## src/rtl/fifo_pack_pkg.sv

```systemverilog
// Shared helpers for the width-converting packing FIFO (optional flush: FIFO_PACK_FLUSH_EN).
// Holds the pointer/counter width helper and the lane mirroring used for MSB-first packing.
package fifo_pack_pkg;

    function automatic int unsigned ptr_w(input int unsigned n);
        return (n <= 32'd2) ? 32'd1 : $clog2(n);
    endfunction

    // Mirroring is its own inverse, so it maps logical->physical and back.
    function automatic int unsigned lane_idx(input int unsigned idx,
                                             input int unsigned ratio,
                                             input int unsigned msb_first);
        return (msb_first != 32'd0) ? (ratio - 32'd1 - idx) : idx;
    endfunction

endpackage

```

## src/rtl/fifo_pack_packer.sv

```systemverilog
// Lane assembler: collects RATIO narrow words and emits a one-cycle push strobe with the packed word.
// With FIFO_PACK_FLUSH_EN a partial word can be pushed early; a flush against full storage waits in flush_pend.
module fifo_pack_packer
    import fifo_pack_pkg::*;
#(
    parameter int unsigned IN_W      = 8,
    parameter int unsigned RATIO     = 2,
    parameter int unsigned MSB_FIRST = 0
) (
    input  logic                  clk,
    input  logic                  rst,
    input  logic [IN_W-1:0]       data_in,
    input  logic                  input_valid,
    input  logic                  full,
`ifdef FIFO_PACK_FLUSH_EN
    input  logic                  flush,
    output logic [RATIO-1:0]      push_keep,
`endif
    output logic                  input_enable,
    output logic                  push,
    output logic [IN_W*RATIO-1:0] push_word
);
    localparam int unsigned CNT_W = ptr_w(RATIO);
    localparam int unsigned FIL_W = ptr_w(RATIO + 1);
    localparam logic [CNT_W-1:0] LAST = CNT_W'(RATIO - 1);

    logic [RATIO-1:0][IN_W-1:0] lanes_q, lanes_d;
    logic [CNT_W-1:0]           lane_cnt_q, lane_cnt_d;
    logic                       flush_pend_q, flush_pend_d;
    logic                       accept, complete;
    logic [FIL_W-1:0]           filled;
    logic [RATIO-1:0]           keep;

    assign input_enable = ((lane_cnt_q != LAST) | ~full) & ~flush_pend_q;

    // Lane fill, keep mask, push strobe and next-state for the counter / pending flush
    always_comb begin
        accept       = input_valid & input_enable;
        complete     = accept & (lane_cnt_q == LAST);
        filled       = FIL_W'(lane_cnt_q) + FIL_W'(accept);
        lanes_d      = lanes_q;
        keep         = '0;
        push_word    = '0;
        push         = 1'b0;
        flush_pend_d = 1'b0;
        for (int i = 0; i < int'(RATIO); i++) begin
            if (accept && (lane_idx(32'(lane_cnt_q), RATIO, MSB_FIRST) == 32'(i))) begin
                lanes_d[i] = data_in;
            end else begin
                lanes_d[i] = lanes_q[i];
            end
            keep[i] = (lane_idx(32'(i), RATIO, MSB_FIRST) < 32'(filled));
            push_word[i*IN_W +: IN_W] = keep[i] ? lanes_d[i] : '0;
        end
        if (complete) begin
            push       = 1'b1;
            lane_cnt_d = '0;
        end else if (accept) begin
            lane_cnt_d = lane_cnt_q + CNT_W'(1);
        end else begin
            lane_cnt_d = lane_cnt_q;
        end
`ifdef FIFO_PACK_FLUSH_EN
        push_keep = keep;
        // A completing accept already pushes the word, so a same-cycle flush has nothing left to do.
        if ((flush | flush_pend_q) && !complete && (filled != '0)) begin
            if (full) begin
                flush_pend_d = 1'b1;
            end else begin
                push       = 1'b1;
                lane_cnt_d = '0;
            end
        end else begin
            flush_pend_d = 1'b0;
        end
`endif
    end

    // Packer state registers
    always_ff @(posedge clk) begin
        if (rst) begin
            lanes_q      <= '0;
            lane_cnt_q   <= '0;
            flush_pend_q <= 1'b0;
        end else begin
            lanes_q      <= lanes_d;
            lane_cnt_q   <= lane_cnt_d;
            flush_pend_q <= flush_pend_d;
        end
    end

endmodule

```

## src/rtl/fifo_pack.sv

```systemverilog
// Width-converting FIFO: packs RATIO IN_W-bit words and buffers DEPTH packed words (show-ahead read).
// Define FIFO_PACK_FLUSH_EN to add the flush input, per-entry keep masks and the data_keep output.
module fifo_pack
    import fifo_pack_pkg::*;
#(
    parameter int unsigned IN_W      = 8,
    parameter int unsigned RATIO     = 2,
    parameter int unsigned DEPTH     = 4,
    parameter int unsigned MSB_FIRST = 0
) (
    input  logic                         clk,
    input  logic                         rst,
    input  logic [IN_W-1:0]              data_in,
    input  logic                         input_valid,
    output logic                         input_enable,
    output logic [IN_W*RATIO-1:0]        data_out,
    output logic                         output_valid,
    input  logic                         output_enable,
`ifdef FIFO_PACK_FLUSH_EN
    input  logic                         flush,
    output logic [RATIO-1:0]             data_keep,
`endif
    output logic [$clog2(DEPTH+1)-1:0]   level
);
    localparam int unsigned DW    = IN_W * RATIO;
    localparam int unsigned PTR_W = ptr_w(DEPTH);
    localparam int unsigned LVL_W = $clog2(DEPTH + 1);

    logic [DW-1:0]    mem_q [DEPTH];
    logic [PTR_W-1:0] wr_ptr_q, wr_ptr_d, rd_ptr_q, rd_ptr_d;
    logic [LVL_W-1:0] level_q, level_d;
    logic             full, pop, push;
    logic [DW-1:0]    push_word;

    assign full         = (level_q == LVL_W'(DEPTH));
    assign output_valid = (level_q != '0);
    assign pop          = output_valid & output_enable;
    assign level        = level_q;
    assign data_out     = output_valid ? mem_q[rd_ptr_q] : '0;

`ifdef FIFO_PACK_FLUSH_EN
    logic [RATIO-1:0] keep_mem_q [DEPTH];
    logic [RATIO-1:0] push_keep;

    assign data_keep = output_valid ? keep_mem_q[rd_ptr_q] : '0;

    // Keep masks travel alongside their words; like the data they are not cleared by reset
    always_ff @(posedge clk) begin
        if (push) begin
            keep_mem_q[wr_ptr_q] <= push_keep;
        end
    end
`endif

    fifo_pack_packer #(
        .IN_W      (IN_W),
        .RATIO     (RATIO),
        .MSB_FIRST (MSB_FIRST)
    ) u_packer (
        .clk          (clk),
        .rst          (rst),
        .data_in      (data_in),
        .input_valid  (input_valid),
        .full         (full),
`ifdef FIFO_PACK_FLUSH_EN
        .flush        (flush),
        .push_keep    (push_keep),
`endif
        .input_enable (input_enable),
        .push         (push),
        .push_word    (push_word)
    );

    // Pointer and occupancy next-state; pointers wrap naturally since DEPTH is a power of two
    always_comb begin
        wr_ptr_d = push ? (wr_ptr_q + PTR_W'(1)) : wr_ptr_q;
        rd_ptr_d = pop  ? (rd_ptr_q + PTR_W'(1)) : rd_ptr_q;
        case ({push, pop})
            2'b10:   level_d = level_q + LVL_W'(1);
            2'b01:   level_d = level_q - LVL_W'(1);
            default: level_d = level_q;
        endcase
    end

    // Storage array write port
    always_ff @(posedge clk) begin
        if (push) begin
            mem_q[wr_ptr_q] <= push_word;
        end
    end

    // Pointer and level registers
    always_ff @(posedge clk) begin
        if (rst) begin
            wr_ptr_q <= '0;
            rd_ptr_q <= '0;
            level_q  <= '0;
        end else begin
            wr_ptr_q <= wr_ptr_d;
            rd_ptr_q <= rd_ptr_d;
            level_q  <= level_d;
        end
    end

endmodule
```

## config.mk

```make
export PLATFORM = sky130hd
export DESIGN_NAME = fifo_pack
export DESIGN_NICKNAME = d
export VERILOG_FILES = /design/src/rtl/fifo_pack_pkg.sv /design/src/rtl/fifo_pack_packer.sv /design/src/rtl/fifo_pack.sv
export SDC_FILE = /design/constraint.sdc
export NUM_CORES = 1
export LEC_CHECK = 0
export ABC_AREA = 1
export BUFFER_PORTS_ARGS = -buffer_cell sky130_fd_sc_hd__buf_2
export CORE_ASPECT_RATIO = 0.6
export CORE_MARGIN = 4
export CORE_UTILIZATION = 26
export DETAILED_ROUTE_END_ITERATION = 16
export MAX_ROUTING_LAYER = met4
export SLEW_MARGIN = 20
export SYNTH_ARGS = -nofsm -noshare
export SYNTH_HDL_FRONTEND = slang
export SYNTH_SLANG_ARGS = --single-unit
```

## constraint.sdc

```tcl
create_clock -name clk -period 2.2 [get_ports clk]
set_input_delay 0.33 -clock clk [delete_from_list [all_inputs] [get_ports clk]]
set_output_delay 0.33 -clock clk [all_outputs]
set_load 0.05 [all_outputs]
```

==> metrics.md <==
| Metric | Value |
|---|---|
| Clk sinks | `82` |
| Layout cells sized above 1 | `17.2%` |
| Yosys top cell area share | `55.7%` |
| Setup violators final | `0` |
| Yosys top cell by area | `edfxtp_1` |
| Slew Limit Fails | `0` |
| Yosys warns | `0` |
| Max-Cap Viols | `0` |
| Most common cell after layout, fill and taps aside | `nor2_1` |
| Tot GR Track Use | `11.2%` |
| Syn avg cell area | `10.3 µm²` |
| Vias in the first global route | `2282` |
| Worst EP arrival | `1690 ps` |
| Leakage | `1.66 nW` |
| DR pass1 iterations | `4` |
| CP Max Fanout | `14` |
| Worst Setup Start Kind | `flip-flop` |
| Mapped Area | `3450 µm²` |
| First-pass GRT wire length | `12400 µm` |
| Placed cell area | `3800 µm²` |
| Hold Path Stages | `3` |
| Area grow syn2layout | `19.8%` |
| Clk root buf | `clkbuf_16` |
| DRC viols | `0` |
| CTS tree | `yes` |
| Vias per inst | `4.16` |
| Remaining Overflow, GRT | `0` |
| HP Class | `input port to flip-flop` |
| Die Footprint | `15200 µm²` |
| Row Count | `32` |
| Worst-margin pin slew | `503 ps` |
| Top cells by area, synth | `edfxtp_1 56%, dfxtp_1 10%, nor2_1 10%, o21ai_0 5.5%, inv_1 3.5%` |
| Final min period | `2020 ps` |
| TritonCTS Buffers | `9` |
| Die Span Y | `97.2 µm` |
| Fin area | `4130 µm²` |
| Clock tree buffer depth | `2` |
| Seq/Total Area, Yosys | `66.2%` |
| Largest net degree at the start of global routing | `17` |
| H-Tree Depth | `3` |
| Port buffer count | `32` |
| Critical Path RT | `1870 ps` |
| Most frequent cells in the layout | `93 x nor2_1, 64 x edfxtp_1, 38 x o21ai_0, 32 x inv_1, 31 x buf_2` |
| Via count | `2279` |
| Slew margin rel. | `66.4%` |
| Antenna Diode Count | `0` |
| Unrepaired setup endpoints after global routing | `false` |
| Status | `complete, no violations` |
| Count of different cell masters after synthesis | `21` |
| Initial Util | `26.8%` |
| Setup Crit Path Kind | `flip-flop to output port` |
| Worst IR drop on VDD | `0.515 mV` |
| Avg WL per Cell | `14.3 µm` |
| Top Ports | `33` |
| Final Hold Viols | `0` |
| Worst Skew | `6.38 ps` |
| Final cycle utilization of the critical path | `91.9%` |
| Die width | `157 µm` |
| Syn nets | `354` |
| Placer Congestion | `0.809` |
| Post-DP HPWL | `5380 µm` |
| DRT antenna net count | `0` |
| Clk slew on worst S/H paths | `60 ps` |
| Worst hold slack | `307 ps` |
| Clk_lat worst skew | `330 ps` |
| Crit end category | `output port` |
| Initial antenna violation count | `0` |
| Syn Inst Count | `336` |
| Maximum clock frequency | `495 MHz` |
| Yosys reg bits | `82` |
| # Post-CTS Setup Buffers | `0` |
| Nets | `391` |
| Core box area | `12900 µm²` |
| Drt initial violations | `122` |
| Fillers | `1333` |
| Drt total wl | `7860 µm` |
| Pwr/cell area | `1210 nW/µm²` |
| R2R cell count | `12` |
layout make-up:
type,count,area (µm²),area share [%]
inverters,37,144,3.48
repair buffers,42,238,5.75
well taps,170,213,5.15
clock inverters,3,90.1,2.18
flip-flops and latches,82,2280,55.3
multi-input cells,201,923,22.3
clock buffers,13,240,5.81
where the power goes:
part | switching, W | internal, W | leakage (nW) | total [W]
logic | 0.00120 | 0.000342 | 0.754 | 0.00154
clock network | 0.000554 | 0.00111 | 0.158 | 0.00166
registers | 0.0000419 | 0.00175 | 0.743 | 0.00179
cell families after synthesis:
logic type / share of synthesized area (%)
flops: 66.2
buf+inv: 7.07
compound gates: 9.14
fa+ha+maj: 2.39
simple gates: 15.2
through the flow:
stage               power [W]  util (%)  setup TNS, ps  cells  setup WS, ps
floorplan             0.00299         -          -2380    336          -212
global placement      0.00335      29.5              0    532           366
detailed placement    0.00338      29.5              0    532           317
CTS                   0.00504      32.0              0    548           141
global route          0.00522      32.1              0    548          1.82
finish                0.00499      32.1              0    548           179
synthesized netlist by cell type:
library cell and instances:
clkinv_4 1, o21ai_0 38, nand2_2 2, edfxtp_1 64, buf_2 5, nand2_4 1, nand3_1 12, clkbuf_2 3
buf_4 6, nor2_1 93, clkbuf_1 1, o21ai_1 3, fa_1 1, nand2_1 23, inv_2 4, buf_6 1
ha_1 5, dfxtp_1 18, inv_1 32, a21oi_1 22, nor2_2 1
final timing paths:
path / endpoint / startpoint / slack, ps
setup / recovery: data_out[0] / flip-flop / 180
hold / removal: rd_ptr_q[1] / output_enable / 310
setup reg to reg: level[2] / level[0] / 300
hold reg to reg: u_packer.lanes_q[7] / u_packer.lanes_q[7] / 490
state kept, by name, summed over array words and instances, names as in the netlist, named ones only:
name and count:
rd_ptr_q 2, u_packer.lanes_q 8, mem_q 64, u_packer.lane_cnt_q 1, level 3, wr_ptr_q 2
worst max-delay path: stages (launching register included):
cell     delay [ps]
dfxtp_1         390
buf_4           230
nor2_1           60
nor2_1           80
o21ai_0          80
a21oi_1         260
buf_4           260
per-layer routing:
metal | vias to the layer above | GRT usage, % | wire [µm]
met5 | - | - | 0
met4 | 0 | 3.47 | 102
li1 | 1178 | - | -
met1 | 1051 | 14.9 | 3930
met2 | 40 | 15.9 | 3400
met3 | 10 | 4.23 | 435
what timing repair did:
item,in CTS,in global routing
resized for setup,0,2
hold buffers,0,0
endpoints found under the setup margin,0,1
No activity file was read; power rests on OpenSTA's default activity.
